File: src/rtl/aud_codec_emu.sv
// Codec-side audio serial link emulator: LRCK master, ADC serial transmitter fed from a
// small stereo-pair FIFO, and DAC serial capture, all clocked on the AUD_BCLK rising edge.
module aud_codec_emu #(
   parameter int WORD_W     = 16,
   parameter int HALF_LEN   = 32,
   parameter int DELAY      = 1,
   parameter int FIFO_DEPTH = 4
) (
   input  logic                AUD_BCLK,
   input  logic                NRST,
   input  logic                en,
   input  logic                s_valid,
   output logic                s_ready,
   input  logic [2*WORD_W-1:0] s_data,
   output logic                AUD_ADCLRCK,
   output logic                AUD_DACLRCK,
   output logic                AUD_ADCDAT,
   input  logic                AUD_DACDAT,
   output logic [WORD_W-1:0]   dac_l,
   output logic [WORD_W-1:0]   dac_r,
   output logic                dac_valid,
   output logic                underrun
);

   localparam int PW    = 2 * WORD_W;
   localparam int CNT_W = $clog2(HALF_LEN);
   localparam int PTR_W = $clog2(FIFO_DEPTH);

   localparam logic [CNT_W-1:0] CNT_LAST = CNT_W'(HALF_LEN - 1);
   localparam logic [CNT_W:0]   WIN_LO   = (CNT_W + 1)'(DELAY);
   localparam logic [CNT_W:0]   WIN_HI   = (CNT_W + 1)'(DELAY + WORD_W);
   localparam logic [PTR_W:0]   DEPTH_C  = (PTR_W + 1)'(FIFO_DEPTH);

   typedef enum logic {IDLE, RUN} state_t;

   state_t             state_q, state_d;
   logic [CNT_W-1:0]   cnt_q, cnt_d;
   logic               lrck_q, lrck_d;
   logic               start_left;
   logic               frame_end;
   logic               in_win;

   logic [PW-1:0]      tx_q;
   logic [PW-1:0]      rx_q, rx_d;

   logic [PW-1:0]      mem [FIFO_DEPTH];
   logic [PTR_W-1:0]   wr_ptr, rd_ptr;
   logic [PTR_W:0]     count;
   logic               full, empty, push, pop;

   assign full    = (count == DEPTH_C);
   assign empty   = (count == '0);
   assign s_ready = !full;
   assign push    = s_valid && !full;
   // An empty FIFO at frame start underruns; a same-edge push still lands in the FIFO.
   assign pop     = start_left && !empty;

   assign in_win = (state_q == RUN) && ({1'b0, cnt_q} >= WIN_LO) && ({1'b0, cnt_q} < WIN_HI);

   assign AUD_ADCLRCK = lrck_q;
   assign AUD_DACLRCK = lrck_q;
   assign AUD_ADCDAT  = in_win & tx_q[PW-1];

   // NOTE: every signal written here gets a default first so no path leaves it
   // unassigned; a missing default would infer a latch.
   always_comb begin
      state_d    = state_q;
      cnt_d      = cnt_q;
      lrck_d     = lrck_q;
      start_left = 1'b0;
      frame_end  = 1'b0;
      rx_d       = in_win ? {rx_q[PW-2:0], AUD_DACDAT} : rx_q;
      unique case (state_q)
         IDLE: begin
            lrck_d = 1'b1;
            cnt_d  = '0;
            if (en) begin
               state_d    = RUN;
               lrck_d     = 1'b0;
               start_left = 1'b1;
            end
         end
         RUN: begin
            if (cnt_q == CNT_LAST) begin
               cnt_d = '0;
               if (lrck_q) begin
                  frame_end = 1'b1;
                  if (en) begin
                     lrck_d     = 1'b0;
                     start_left = 1'b1;
                  end else begin
                     state_d = IDLE;
                  end
               end else begin
                  lrck_d = 1'b1;
               end
            end else begin
               cnt_d = cnt_q + 1'b1;
            end
         end
         default: state_d = IDLE;
      endcase
   end

   // NOTE: sequential state uses non-blocking assignments so every register samples
   // the pre-edge values regardless of statement order.
   always_ff @(posedge AUD_BCLK) begin
      if (!NRST) begin
         state_q   <= IDLE;
         cnt_q     <= '0;
         lrck_q    <= 1'b1;
         tx_q      <= '0;
         rx_q      <= '0;
         dac_l     <= '0;
         dac_r     <= '0;
         dac_valid <= 1'b0;
         underrun  <= 1'b0;
         wr_ptr    <= '0;
         rd_ptr    <= '0;
         count     <= '0;
      end else begin
         state_q   <= state_d;
         cnt_q     <= cnt_d;
         lrck_q    <= lrck_d;
         rx_q      <= rx_d;
         dac_valid <= frame_end;
         // rx_d includes this edge's bit when the window ends on the last cycle.
         if (frame_end) begin
            dac_l <= rx_d[PW-1:WORD_W];
            dac_r <= rx_d[WORD_W-1:0];
         end
         if (start_left) begin
            tx_q <= empty ? '0 : mem[rd_ptr];
         end else if (in_win) begin
            tx_q <= {tx_q[PW-2:0], 1'b0};
         end
         if (start_left && empty) underrun <= 1'b1;
         if (push) wr_ptr <= wr_ptr + 1'b1;
         if (pop)  rd_ptr <= rd_ptr + 1'b1;
         unique case ({push, pop})
            2'b10:   count <= count + 1'b1;
            2'b01:   count <= count - 1'b1;
            default: count <= count;
         endcase
      end
   end

   // NOTE: FIFO storage is not reset; the reset pointers and occupancy make stale
   // entries unreachable, and leaving it out lets the array map to plain RAM.
   always_ff @(posedge AUD_BCLK) begin
      if (NRST && push) mem[wr_ptr] <= s_data;
   end

endmodule

File: config.mk
export PLATFORM = sky130hd
export DESIGN_NAME = aud_codec_emu
export DESIGN_NICKNAME = d
export VERILOG_FILES = /design/src/rtl/aud_codec_emu.sv
export SDC_FILE = /design/constraint.sdc
export NUM_CORES = 1
export LEC_CHECK = 0
export BUFFER_PORTS_ARGS = -buffer_cell sky130_fd_sc_hd__buf_4
export CAP_MARGIN = 20
export CORE_MARGIN = 2
export CORE_UTILIZATION = 64
export CTS_BUF_LIST = sky130_fd_sc_hd__clkbuf_16
export DETAILED_ROUTE_END_ITERATION = 10
export GPL_TIMING_DRIVEN = 1
export MAX_ROUTING_LAYER = met4
export PLACE_DENSITY = 0.83
export SETUP_SLACK_MARGIN = 0.2
export SKIP_CTS_REPAIR_TIMING = 1
export SYNTH_ARGS = -nofsm -noshare
export SYNTH_HDL_FRONTEND = slang
export SYNTH_SLANG_ARGS = --single-unit
File: constraint.sdc
create_clock -name AUD_BCLK -period 8.4 [get_ports AUD_BCLK]
set_input_delay 0.84 -clock AUD_BCLK [delete_from_list [all_inputs] [get_ports AUD_BCLK]]
set_output_delay 0.84 -clock AUD_BCLK [all_outputs]
set_load 0.05 [all_outputs]
**Yosys cells after proc, flatten, opt, wreduce, memory -nomap -nowiden**

Memories as Yosys holds them, arrays and structs flattened. A register that Yosys moved wholly into a read port is not among the register bits.
Cells that the tools add are included.

- Add/subtract/negate cells: 5
- Order comparisons: 2
- Equal/unequal tests: 5
- Muxes and demuxes: 25
- Bitwise operators: 2
- Reductions and logical operators: 11

Operators with widths:

| cell | count |
|---|---|
| 32-bit two-way mux | 4 |
| 1-bit two-way mux | 13 |
| 5-bit case mux with 2 select lines | 1 |
| 1-bit logical AND | 6 |
| 1-bit case mux with 2 select lines | 3 |
| 3-bit case mux with 2 select lines | 1 |
| 5-bit by 1-bit adder with 5-bit output (second input constant) | 1 |
| 5-bit == test (second input constant) | 1 |
| 5-bit by 1-bit >= comparator with 1-bit output (second input constant) | 1 |
| 5-bit < comparator (second input constant) | 1 |
| 5-bit two-way mux | 1 |
| 2-bit by 1-bit adder with 2-bit output (second input constant) | 2 |
| 2-bit two-way mux | 2 |
| 2-bit nonzero test | 2 |
| 3-bit by 1-bit adder with 3-bit output (second input constant) | 1 |
| 3-bit == test (second input constant) | 1 |
| 3-bit zero test | 1 |
| 3-bit by 1-bit subtractor with 3-bit output (second input constant) | 1 |
| 2-bit by 1-bit == test with 1-bit output (second input constant) | 1 |
| 2-bit == test (second input constant) | 1 |
| 1-bit zero test | 2 |
| 2-bit by 1-bit inequality test with 1-bit output (second input constant) | 1 |
| 1-bit AND | 1 |
| 1-bit NOT | 1 |

- Flip-flop bits (word level): 112
- Memory bits (writable): 128
- Input bits: 37
- Memories kept: 1

Memories:

| name | words | width | rd ports | clocked after Yosys merged registers in | write ports | line | source |
|---|---|---|---|---|---|---|---|
| mem | 4 | 32 | 1 | 1 | 1 | 46 | `logic [PW-1:0] mem [FIFO_DEPTH];` |

**Logic depth before layout (Yosys ltp)**

- Depth in word-level cells: 7
- Mapped depth: 11
- Mapped depth without buffers: 11

**Least setup slack after synthesis**

OpenSTA, ideal clock, no wires.

- Kind: reg-to-reg
- Start point: reg cnt_q[0]
- End point: reg count[2]
- Setup time: 0.070 ns
- Data arrival time: 2.627 ns
- Data required time: 8.330 ns
- Slack: 5.703 ns
- Stages on the path, launching flop included: 12
- Path buffers: 0
- Clock period less this slack: 2.697 ns
- Path through: dfxtp_1 -> ha_1 -> and3_2 -> ha_1 -> a21boi_0 -> nor3_1 -> ha_1 -> inv_1 -> fa_1 -> xor2_1 -> or3_1 -> a21oi_1

- Cells in the longest elaborated chain, start to end: 6

RTL lines:

| element | line | source |
|---|---|---|
| from (decl) | 37 | `logic [CNT_W-1:0] cnt_q, cnt_d;` |
| from (signal assigned) | 123 | `cnt_q <= cnt_d;` |
| 5-bit == test * | 84 | `if (cnt_q == CNT_LAST) begin` |
| 1-bit two-way mux * | 84 |  |
| 1-bit case mux with 2 select lines * | 73 | `unique case (state_q)` |
| 1-bit logical AND * | 56 | `assign pop = start_left && !empty;` |
| via pop | 49 | `logic full, empty, push, pop;` |
| 2-bit by 1-bit == test with 1-bit output or 2-bit == test (tied branches) | 140 | `unique case ({push, pop})` |
| 3-bit case mux with 2 select lines or 2-bit nonzero test (tied branches) | - |  |
| to (signal assigned) | 141 | `2'b10: count <= count + 1'b1;` |
| to (signal assigned) | 142 | `2'b01: count <= count - 1'b1;` |
| to (signal assigned) | 143 | `default: count <= count;` |
| to (decl) | 48 | `logic [PTR_W:0] count;` |

Mark *: on every way through the listed nets, which the timed path passes. The rest lies on a longest branch.
A chain may end at the register's enable or synchronous reset.

**Worst setup path after layout**

- Start point: reg cnt_q[0]
- End point: out AUD_ADCDAT

- Cells in the longest elaborated chain, start to end: 4

RTL lines:

| element | line | source |
|---|---|---|
| 5-bit by 1-bit >= comparator with 1-bit output | 58 | `assign in_win = (state_q == RUN) && ({1'b0, cnt_q} >= WIN_LO) && ({1'b0, cnt_q} < WIN_HI);` |
| 1-bit logical AND | 58 |  |
| 1-bit logical AND * | 58 |  |
| 1-bit AND * | 62 | `assign AUD_ADCDAT = in_win & tx_q[PW-1];` |
| to (decl) | 17 | `output logic AUD_ADCDAT,` |

Mark *: on every way between the ends. The rest lies on a longest branch, timed or not.

==> impl_metrics.sql <==
INSERT INTO impl_metrics (metric_group, metric, value, unit) VALUES
('timing', 'worstMarginPinSlew', '1.03', 'ns'),
('timing', 'timing.final.crit_share', '0.448', ''),
('floorplan', 'rows', '45', ''),
('setup_path', 'critical_path.reg2reg.startpoint', 'cnt_q[0]', ''),
('floorplan', 'die_w', '127', 'microns'),
('timing', 'min_tclk_post_route', '3.77', 'ns'),
('cts', 'worst_skew_pair.late_latency', '0.51', 'ns'),
('finish', 'diodes', '0', ''),
('yosys', 'syn-mean-instance-area', '12.7', 'sq um'),
('yosys', 'synth_async_sr_flop_share', '0', ''),
('yosys', 'synth.lib_cells_used.distinct', '39', ''),
('timing', 'hold_viol_final', '0', ''),
('setup_path', 'timing.rr.end', 'count[2]', ''),
('cts', 'cts_max_path_buffers', '3', ''),
('pwr', 'leakage', '4.06', 'nW'),
('grt', 'grt_overflow', '0', ''),
('cts', 'cts.htree.levels', '1', ''),
('cts', 'clock_tree_from_tritoncts', 'yes', ''),
('finish', 'instances_no_fill', '1024', ''),
('routing', 'drc', '0', ''),
('job', 'max_cap_violations', '0', ''),
('finish', 'layout.cells.most_common_list', 'sky130_fd_sc_hd__edfxtp_1 (128), sky130_fd_sc_hd__dfxtp_1 (113), sky130_fd_sc_hd__buf_4 (85)', ''),
('pwr', 'p_per_area', '244', 'nW/um^2'),
('grt', 'largest_net_degree_at_the_start_of_global_routing', '66', ''),
('worst_hold_path', 'hold_class', 'flop to flop', ''),
('setup_path', 'worst-endpoint-required', '7.56', 'ns'),
('grt', 'vias_in_the_first_global_route', '6152', ''),
('routing', 'viasPerCell', '6.11', ''),
('floorplan', 'die_area', '16200', 'sq um'),
('timing', 'final_number_of_max_transition_violations', '0', ''),
('timing', 'grt_setup_unrepaired', 'false', ''),
('routing', 'wl_per_cell', '18.4', 'microns'),
('yosys', 'synth_area', '9710', 'sq um'),
('routing', 'drtAntennaViolNets', '0', ''),
('placed_design', 'place_congestion', '0.806', ''),
('routing', 'firstDrtPassIters', '5', ''),
('grt', 'grt_antenna_before_repair', '0', ''),
('cts', 'tritoncts_buffer_count', '24', ''),
('yosys', 'post_synth_inst_count', '765', ''),
('yosys', 'yosysWarnings', '0', ''),
('timing', 'setup_tns', '0', 'ns'),
('setup_path', 'cp-end-kind', 'output pin', ''),
('worst_hold_path', 'worst_hold_path.endpoint', 'rx_q[31]', ''),
('setup_path', 'cp.arrival', '2.93', 'ns'),
('timing', 'fin_skew', '0.00840', 'ns'),
('cts', 'cts.sinks', '242', ''),
('grt', 'grt_usage', '0.240', ''),
('finish', 'flow.area_growth_from_synthesis', '14.3', '%'),
('floorplan', 'fp.coreArea', '15000', 'sq um'),
('yosys', 'synth-edff-count', '128', ''),
('cts', 'worst_setup_hold_path_clk_slew', '0.06', 'ns'),
('worst_hold_path', 'holdCritStartpoint', 'rx_q[31]', ''),
('setup_path', 'reg2reg_setup_slack', '5.33', 'ns'),
('grt', 'global_route_wire_length_before_repair', '30300', 'microns'),
('yosys', 'ys_dominant_reg_cell', 'sky130_fd_sc_hd__edfxtp_1', ''),
('setup_path', 'critical_path.max_fanout', '62', ''),
('setup_path', 'critical_path_class', 'flop to output pin', ''),
('setup_path', 'start_kind', 'flop', ''),
('floorplan', 'die_height', '127', 'microns'),
('finish', 'layout.cells.most_common', 'sky130_fd_sc_hd__edfxtp_1', ''),
('finish', 'share_of_layout_cells_above_drive_strength_1', '0.191', ''),
('yosys', 'postSynthNetCount', '811', ''),
('timing', 'timing.max_slew.rel_slack', '0.313', ''),
('setup_path', 'r2r_cells', '11', ''),
('routing', 'route.vias.total', '6259', ''),
('pwr', 'peakVddDrop', '231', 'uV'),
('yosys', 'synth.ff_latch_count', '242', ''),
('placed_design', 'place.detailed.instances', '978', ''),
('floorplan', 'floorplan.io_pins', '75', ''),
('worst_hold_path', 'min_delay_path_depth', '2', ''),
('status', 'outcome', 'complete, no violations', ''),
('placed_design', 'port-buffer-count', '74', ''),
('timing', 'setup-violations-final', '0', ''),
('routing', 'drt-initial-drc-count', '567', ''),
('floorplan', 'initial_utilization', '0.646', ''),
('cts', 'ctsRootBufferMaster', 'sky130_fd_sc_hd__clkbuf_16', ''),
('yosys', 'synth.yosys.seq_area_share', '0.631', ''),
('timing', 'max_freq', '266', 'MHz'),
('finish', 'final_net_count', '864', ''),
('placed_design', 'hpwl', '11100', 'microns'),
('routing', 'wl', '18900', 'microns');
## sequential cells by signal (all words and copies together) (netlist names), named ones only
register,cells
mem,128
rx_q,32
tx_q,32
dac_l,16
dac_r,16
cnt_q,5
count,3
rd_ptr,2
wr_ptr,2
AUD_ADCLRCK,1
dac_valid,1
state_q,1
underrun,1
## cells in the mapped netlist, types with 2 or more instances
| master | number | area share |
|---|---|---|
| sky130_fd_sc_hd__edfxtp_1 | 128 | 0.40 |
| sky130_fd_sc_hd__dfxtp_1 | 114 | 0.23 |
| sky130_fd_sc_hd__a21oi_1 | 72 | 0.037 |
| sky130_fd_sc_hd__o21ai_0 | 66 | 0.034 |
| sky130_fd_sc_hd__nor2_1 | 49 | 0.019 |
| sky130_fd_sc_hd__clkbuf_1 | 43 | 0.017 |
| sky130_fd_sc_hd__inv_1 | 42 | 0.016 |
| sky130_fd_sc_hd__mux2i_1 | 33 | 0.034 |
| sky130_fd_sc_hd__mux4_2 | 32 | 0.074 |
| sky130_fd_sc_hd__or3_1 | 32 | 0.021 |
| sky130_fd_sc_hd__nor2b_1 | 31 | 0.020 |
| sky130_fd_sc_hd__o221ai_1 | 30 | 0.027 |
| sky130_fd_sc_hd__o22ai_1 | 30 | 0.019 |
| sky130_fd_sc_hd__ha_1 | 8 | 0.010 |
| sky130_fd_sc_hd__buf_1 | 6 | 0.0023 |
| sky130_fd_sc_hd__and3_1 | 5 | 0.0032 |
| sky130_fd_sc_hd__buf_2 | 5 | 0.0026 |
| sky130_fd_sc_hd__nand2_1 | 4 | 0.0015 |
| sky130_fd_sc_hd__xnor2_1 | 4 | 0.0036 |
| sky130_fd_sc_hd__and2_1 | 3 | 0.0019 |
| sky130_fd_sc_hd__buf_6 | 3 | 0.0035 |
| sky130_fd_sc_hd__xor2_1 | 3 | 0.0027 |
| sky130_fd_sc_hd__dlygate4sd1_1 | 2 | 0.0018 |
| sky130_fd_sc_hd__nand3_1 | 2 | 0.0010 |
| sky130_fd_sc_hd__nor3_1 | 2 | 0.0010 |
| sky130_fd_sc_hd__nor4_1 | 2 | 0.0013 |
| sky130_fd_sc_hd__or4_1 | 2 | 0.0015 |
## cell type report
cell class / instances / area, sq um
Clock buffer: 25 / 626
Clock inverter: 19 / 82.6
Fill cell: 921 / 3930
Inverter: 43 / 161
Multi-Input combinational cell: 419 / 3150
Sequential cell: 242 / 6130
Tap cell: 188 / 235
Timing Repair Buffer: 88 / 721
## power by group
group | internal (mW) | leakage (nW) | switching (mW) | total [mW]
logic | 0.182 | 1.61 | 0.202 | 0.384
clock network | 0.535 | 0.369 | 0.423 | 0.958
registers | 1.32 | 2.09 | 0.0507 | 1.37
total | 2.03 | 4.06 | 0.675 | 2.71
## per-layer routing
layer  part of all wire  vias to the layer above  global-route usage
li1                   -                     2955                   -
met1               0.42                     3087               0.307
met2               0.51                      180               0.408
met3              0.049                       37              0.0331
met4              0.022                        0              0.0666
met5                  0                        -                   -
## logic make-up after synthesis
group                      count (synthesis)  share of synthesized area
AOI/OAI and AO/OA                        202                      0.123
and+or+nand+nor                          136                     0.0743
xor gates and xnor gates                   7                    0.00631
muxes                                     65                      0.108
buffers and inverters                    104                     0.0456
adders and majority gates                  9                     0.0124
DFF                                      242                      0.631
## how the worst max path moves through the flow
stage / slack, ns / to / startpoint / depth (start not counted)
floorplan: 5.70 / count[2] / cnt_q[0] / 11
global placement: 5.06 / AUD_ADCDAT / cnt_q[4] / 5
detailed placement: 5.19 / AUD_ADCDAT / cnt_q[0] / 7
CTS: 4.64 / AUD_ADCDAT / cnt_q[0] / 7
global route: 4.42 / AUD_ADCDAT / state_q / 5
finish: 4.63 / AUD_ADCDAT / cnt_q[0] / 7
## per-stage QoR
step                      worst slack [ns]  cell area (sq um)   util  power [mW]  hold WS (ns)
after floorplan                       5.70               9710      -        1.67         0.456
after global placement                5.06              10300  0.686        1.75         0.472
after detailed placement              5.19              10300  0.688        1.77         0.477
after CTS                             4.64              11000  0.735        2.73         0.491
after global routing                  4.42              11100  0.738        2.81         0.510
final                                 4.63              11100  0.738        2.71         0.491
## critical path, cell delays in order (launching register included)
cell and delay [ns]:
sky130_fd_sc_hd__dfxtp_1 0.44, sky130_fd_sc_hd__ha_1 0.19, sky130_fd_sc_hd__buf_4 0.41, sky130_fd_sc_hd__nor2_1 0.18
sky130_fd_sc_hd__a211oi_4 0.28, sky130_fd_sc_hd__buf_4 0.48, sky130_fd_sc_hd__and2_1 0.21, sky130_fd_sc_hd__buf_4 0.19
Note: power is estimated with default switching activity, not from simulation.
